[config.mk]
export PLATFORM = sky130hd
export DESIGN_NAME = mem_arb_2to1
export DESIGN_NICKNAME = d
export VERILOG_FILES = /design/src/rtl/mem_arb_pkg.sv /design/src/rtl/mem_arb_id_fifo.sv /design/src/rtl/mem_arb_2to1.sv
export SDC_FILE = /design/constraint.sdc
export NUM_CORES = 1
export LEC_CHECK = 0
export ABC_AREA = 1
export BUFFER_PORTS_ARGS = -buffer_cell sky130_fd_sc_hd__clkbuf_2
export CAP_MARGIN = 20
export CORE_AREA = 2 2 121 123
export DETAILED_ROUTE_END_ITERATION = 6
export DIE_AREA = 0 0 123 125
export GPL_ROUTABILITY_DRIVEN = 0
export GPL_TIMING_DRIVEN = 1
export PLACE_DENSITY_LB_ADDON = 0.25
export SLEW_MARGIN = 15
export SYNTH_ARGS = -nofsm -noshare
export SYNTH_HDL_FRONTEND = slang
export SYNTH_HIERARCHICAL = 1
export SYNTH_SLANG_ARGS = --single-unit
[constraint.sdc]
create_clock -name clk_i -period 1.7 [get_ports clk_i]
set_clock_uncertainty 0.2 [all_clocks]
set_input_delay 0.255 -clock clk_i [delete_from_list [all_inputs] [get_ports clk_i]]
set_output_delay 0.255 -clock clk_i [all_outputs]
set_load 0.005 [all_outputs]
[src/rtl/mem_arb_pkg.sv]
// Shared types and helpers for the 2:1 memory arbiter.
package mem_arb_pkg;

  typedef logic [0:0] master_id_t;

  localparam master_id_t M0 = 1'b0;
  localparam master_id_t M1 = 1'b1;

  // Pointer width for an ID FIFO of the given depth; never narrower than one bit.
  function automatic int unsigned ptr_w(input int unsigned depth);
    return (depth > 1) ? $clog2(depth) : 1;
  endfunction

endpackage

[src/rtl/mem_arb_id_fifo.sv]
// In-order FIFO of master IDs for granted-but-not-yet-returned transactions.
// A push and a pop in the same cycle are accepted even when the FIFO is full.
module mem_arb_id_fifo
  import mem_arb_pkg::*;
#(
  parameter int unsigned DEPTH = 2
) (
  input  logic       clk_i,
  input  logic       rst_i,
  input  logic       push_i,
  input  master_id_t push_id_i,
  input  logic       pop_i,
  output master_id_t head_o,
  output logic       full_o,
  output logic       empty_o
);

  localparam int unsigned PtrW = ptr_w(DEPTH);
  localparam int unsigned CntW = $clog2(DEPTH + 1);
  localparam logic [PtrW-1:0] LastPtr = PtrW'(DEPTH - 1);

  logic [PtrW-1:0] rd_ptr_q, wr_ptr_q;
  logic [CntW-1:0] cnt_q;
  master_id_t      mem_q [DEPTH];
  logic            do_push, do_pop;

  // Explicit wrap so depth 1 works with a one-bit pointer.
  function automatic logic [PtrW-1:0] next_ptr(input logic [PtrW-1:0] p);
    return (p == LastPtr) ? '0 : p + PtrW'(1);
  endfunction

  // Qualify push/pop against occupancy.
  always_comb begin
    do_pop  = pop_i & ~empty_o;
    do_push = push_i & (~full_o | do_pop);
  end

  // Pointer, count and storage update.
  always_ff @(posedge clk_i or posedge rst_i) begin
    if (rst_i) begin
      rd_ptr_q <= '0;
      wr_ptr_q <= '0;
      cnt_q    <= '0;
      for (int i = 0; i < int'(DEPTH); i++) mem_q[i] <= M0;
    end else begin
      if (do_push) begin
        mem_q[wr_ptr_q] <= push_id_i;
        wr_ptr_q        <= next_ptr(wr_ptr_q);
      end
      if (do_pop) rd_ptr_q <= next_ptr(rd_ptr_q);
      if (do_push && !do_pop) cnt_q <= cnt_q + CntW'(1);
      else if (do_pop && !do_push) cnt_q <= cnt_q - CntW'(1);
    end
  end

  assign head_o  = mem_q[rd_ptr_q];
  assign full_o  = (cnt_q == CntW'(DEPTH));
  assign empty_o = (cnt_q == '0);

endmodule

[src/rtl/mem_arb_2to1.sv]
// Round-robin 2:1 arbiter for the req/gnt/rvalid memory protocol.
// Optional grant/conflict counters are enabled by defining MEM_ARB_PERF_CNT_EN.
module mem_arb_2to1
  import mem_arb_pkg::*;
#(
  parameter int unsigned ADDR_W    = 32,
  parameter int unsigned DATA_W    = 32,
  parameter int unsigned MAX_OUTST = 2
) (
  input  logic                clk_i,
  input  logic                rst_i,
  input  logic                m0_req_i,
  output logic                m0_gnt_o,
  output logic                m0_rvalid_o,
  input  logic [ADDR_W-1:0]   m0_addr_i,
  input  logic                m0_we_i,
  input  logic [DATA_W/8-1:0] m0_be_i,
  input  logic [DATA_W-1:0]   m0_wdata_i,
  output logic [DATA_W-1:0]   m0_rdata_o,
  input  logic                m1_req_i,
  output logic                m1_gnt_o,
  output logic                m1_rvalid_o,
  input  logic [ADDR_W-1:0]   m1_addr_i,
  input  logic                m1_we_i,
  input  logic [DATA_W/8-1:0] m1_be_i,
  input  logic [DATA_W-1:0]   m1_wdata_i,
  output logic [DATA_W-1:0]   m1_rdata_o,
  output logic                mem_req_o,
  input  logic                mem_gnt_i,
  input  logic                mem_rvalid_i,
  output logic [ADDR_W-1:0]   mem_addr_o,
  output logic                mem_we_o,
  output logic [DATA_W/8-1:0] mem_be_o,
  output logic [DATA_W-1:0]   mem_wdata_o,
  input  logic [DATA_W-1:0]   mem_rdata_i,
  output logic                err_o
`ifdef MEM_ARB_PERF_CNT_EN
  ,
  output logic [31:0]         m0_gnt_cnt_o,
  output logic [31:0]         m1_gnt_cnt_o,
  output logic [31:0]         conflict_cnt_o
`endif
);

  master_id_t sel;
  master_id_t last_q;
  master_id_t fifo_head;
  logic       fifo_full, fifo_empty;
  logic       handshake;
  logic       err_q;

  // Select a requester; on contention the one not granted last wins.
  always_comb begin
    sel = M0;
    if (m0_req_i && m1_req_i) sel = ~last_q;
    else if (m1_req_i)        sel = M1;
  end

  // Forward the selected request and route grants/responses.
  always_comb begin
    mem_req_o   = (m0_req_i | m1_req_i) & ~fifo_full;
    handshake   = mem_req_o & mem_gnt_i;
    m0_gnt_o    = handshake & (sel == M0);
    m1_gnt_o    = handshake & (sel == M1);
    mem_addr_o  = (sel == M1) ? m1_addr_i  : m0_addr_i;
    mem_we_o    = (sel == M1) ? m1_we_i    : m0_we_i;
    mem_be_o    = (sel == M1) ? m1_be_i    : m0_be_i;
    mem_wdata_o = (sel == M1) ? m1_wdata_i : m0_wdata_i;
    // A response with nothing outstanding is dropped and only flags an error.
    m0_rvalid_o = mem_rvalid_i & ~fifo_empty & (fifo_head == M0);
    m1_rvalid_o = mem_rvalid_i & ~fifo_empty & (fifo_head == M1);
  end

  assign m0_rdata_o = mem_rdata_i;
  assign m1_rdata_o = mem_rdata_i;
  assign err_o      = err_q;

  // Last-grant pointer and sticky error flag.
  always_ff @(posedge clk_i or posedge rst_i) begin
    if (rst_i) begin
      last_q <= M1;
      err_q  <= 1'b0;
    end else begin
      if (handshake) last_q <= sel;
      if (mem_rvalid_i && fifo_empty) err_q <= 1'b1;
    end
  end

  mem_arb_id_fifo #(
    .DEPTH (MAX_OUTST)
  ) u_id_fifo (
    .clk_i     (clk_i),
    .rst_i     (rst_i),
    .push_i    (handshake),
    .push_id_i (sel),
    .pop_i     (mem_rvalid_i),
    .head_o    (fifo_head),
    .full_o    (fifo_full),
    .empty_o   (fifo_empty)
  );

`ifdef MEM_ARB_PERF_CNT_EN
  // Per-master handshake counts and contention cycles (both requesting).
  always_ff @(posedge clk_i or posedge rst_i) begin
    if (rst_i) begin
      m0_gnt_cnt_o   <= '0;
      m1_gnt_cnt_o   <= '0;
      conflict_cnt_o <= '0;
    end else begin
      if (m0_gnt_o)              m0_gnt_cnt_o   <= m0_gnt_cnt_o + 32'd1;
      if (m1_gnt_o)              m1_gnt_cnt_o   <= m1_gnt_cnt_o + 32'd1;
      if (m0_req_i && m1_req_i)  conflict_cnt_o <= conflict_cnt_o + 32'd1;
    end
  end
`endif

endmodule
==> impl_metrics.json <==
{
  "combPwrFrac": 0.704,
  "tightestPinTransition_ps": 270,
  "die-area_mm2": 0.0154,
  "drv_slew": 0,
  "cap_viol_max_count": 0,
  "synth_flop_cell": "dfrtp_1",
  "seqPwrFrac": 0.135,
  "clkPwrFrac": 0.161,
  "fmax_ghz": 0.521,
  "status": "finished, violations left",
  "cp_max_fo": 6,
  "drtPass1Iterations": 6,
  "ioPinCount": 315,
  "end_kind": "output port",
  "totalWireLength_um": 8960,
  "min_period_ps": 1920,
  "r2r-end": "u_id_fifo/cnt_q[1]$_DFFE_PP0P_",
  "fin_hold_ws_ps": 52.5,
  "synthCells": 349,
  "final_common_cell": "clkbuf_2",
  "antenna_found_initial": 1,
  "gr-total-overflow": 0,
  "vias": 2526,
  "clk_pin_slew_ps": 40,
  "portBuffers": 218,
  "htreeDepth": 1,
  "worstPathArrival_ps": 1470,
  "synth-edff-count": 0,
  "finalNetCount": 700,
  "slew_headroom": 0.820,
  "ys_ff_latch": 8,
  "ff2ff_setup_slack_ps": 110,
  "antenna_left": 0,
  "rr_startpoint": "u_id_fifo/cnt_q[0]$_DFFE_PP0P_",
  "areaGrowthSynthToFinish_pct": 79.1,
  "core_area_mm2": 0.0142,
  "layout-drive-gt1-share": 0.552,
  "hold_depth": 3,
  "die_w_um": 123,
  "netlist_area_mm2": 0.00179,
  "setup_viol": 71,
  "initial_core_util": 0.126,
  "drt-initial-drc-count": 79,
  "finalCritPeriodShare": 1.13,
  "crit_type": "flip-flop to output port",
  "grt_pass1_vias": 2280,
  "grt_util_met1": 0.118,
  "clk_latency_ps": 230,
  "stdcell_area_mm2": 0.00321,
  "layout_common_cells": "205 x clkbuf_2, 202 x nand2_1, 19 x nand2_2, 11 x inv_1, 11 x buf_2",
  "core.rowCount": 44,
  "placed_area_mm2": 0.00279,
  "drc": 0,
  "hold_viol_final": 0,
  "yosysUniqueCellTypes": 20,
  "worstRegToRegCells": 10,
  "power.leakage_nw": 2.08,
  "cts_root_buf": "clkbuf_16",
  "ir_drop_mv": 0.267,
  "p_int_mw": 1.50,
  "cts_max_path_buffers": 2,
  "cp-start-kind": "flip-flop",
  "net-switching-power_mw": 1.06,
  "hpwl_um": 7210,
  "violations": "negative setup slack",
  "grt.met3_usage": 0.0347,
  "holdPathEnd": "last_q$_DFFE_PP1P_",
  "wl_per_cell_um": 12.7,
  "grt.met2_usage": 0.192,
  "finalWorstSetupSlack_ps": -221,
  "drt-vias-per-instance": 3.58,
  "cts.sinks": 8,
  "critPathRequiredTime_ps": 1240,
  "antenna_cells": 0,
  "fp.dieH_um": 125,
  "async_reset_ff_frac": 1.00,
  "top_usage_layer": "met2",
  "cts_made_buffers": 3,
  "p_per_area_mw_per_mm2": 796,
  "synth_nets": 526,
  "switching_share": 0.412,
  "hp-class": "primary input to flip-flop",
  "rsz0062_at_grt": "yes",
  "grt_max_degree": 34,
  "cts_tree": "built",
  "min-delay-start": "mem_gnt_i",
  "tns_ps": -11880,
  "ys_warn_count": 6,
  "synth-seq-area-share": 0.112,
  "power_mw": 2.56,
  "avgSynthCellArea_um2": 5.14,
  "grtUsageTotal": 0.104,
  "grt_pass1_wl_um": 12400
}
-- worst max path at each step --
stage | start | end | slack [ps] | depth (start not counted)
6_report | last_q$_DFFE_PP1P_ | mem_addr_o[30] | -220 | 7
5_1_grt | last_q$_DFFE_PP1P_ | mem_addr_o[25] | -280 | 7
4_1_cts | last_q$_DFFE_PP1P_ | mem_addr_o[26] | -250 | 8
3_5_place_dp | last_q$_DFFE_PP1P_ | mem_addr_o[6] | -40 | 7
3_3_place_gp | last_q$_DFFE_PP1P_ | mem_addr_o[6] | -20 | 7
2_1_floorplan | u_id_fifo/cnt_q[1]$_DFFE_PP0P_ | u_id_fifo/cnt_q[1]$_DFFE_PP0P_ | 40 | 12
-- cells in the mapped netlist, types with 2 or more instances --
master	count	area (µm²)
buf_4	64	480
dfrtp_1	7	175
inv_1	14	52.6
buf_2	2	10.0
nand4_1	3	18.8
nand3_1	4	20.0
nor2_1	5	18.8
clkbuf_1	12	45.0
nand3_2	2	20.0
nand2_1	224	841
inv_2	3	11.3
-- stage by stage --
step / std cells / utilization / worst slack [ps]
final: 706 / 0.226 / -221
after global routing: 706 / 0.226 / -281
after CTS: 703 / 0.218 / -245
after detailed placement: 692 / 0.196 / -38.2
after global placement: 692 / 0.196 / -19.4
after floorplan: 349 / - / 42.1
-- cell families after synthesis --
logic type,count (synthesis),share of synthesized area
compound gates,3,0.0181
xor+xnor,2,0.00976
fa+ha+maj,1,0.00697
buf+inv,95,0.334
flops,8,0.112
simple gates,240,0.519
-- layer usage --
layer / part of all wire / vias to the layer above
li1: - / 1322
met1: 0.38 / 1035
met2: 0.51 / 163
met3: 0.11 / 4
met4: 0.00067 / 2
met5: 0.0015 / -
-- worst max-delay path, cell delays in order, from the launching register on --
cell and delay (ps):
dfstp_2 550, a21oi_4 70, inv_4 100, buf_12 140
clkbuf_16 150, nand2_2 50, nand2_2 60, clkbuf_2 100
-- flip-flops by register name (all words and copies together) (netlist names) --
signal,count
last_q,1
u_id_fifo/wr_ptr_q,1
u_id_fifo/mem_q,2
u_id_fifo/cnt_q,2
u_id_fifo/rd_ptr_q,1
err_o,1
-- final cells by class --
class                   count  area (µm²)
clock buffers               4        78.8
fillers                  1678       11000
inverters                  17        66.3
multi-input cells         246        1100
flip-flops and latches      8         201
well taps                 184         230
repair buffers            247        1530
-- timing repair --
| item | 4_1_cts | 5_1_grt |
|---|---|---|
| pin swaps | 0 | 7 |
| buffers inserted | 3 | 0 |
| hold buffers | 1 | 0 |
| setup endpoints to repair | 71 | 73 |
| hold endpoints to repair | 8 | 0 |
| cloned | 3 | 3 |
| resized for setup | 32 | 30 |
-- power by group through the flow --
stage | clock network [mW] | logic, mW | registers [mW]
after global routing | 0.437 | 2.01 | 0.354
after CTS | 0.428 | 1.74 | 0.337
after floorplan | 0 | 0.833 | 0.351
final | 0.412 | 1.80 | 0.344
after detailed placement | 0 | 1.55 | 0.337
after global placement | 0 | 1.56 | 0.335
No activity file was read; power rests on OpenSTA's default activity.
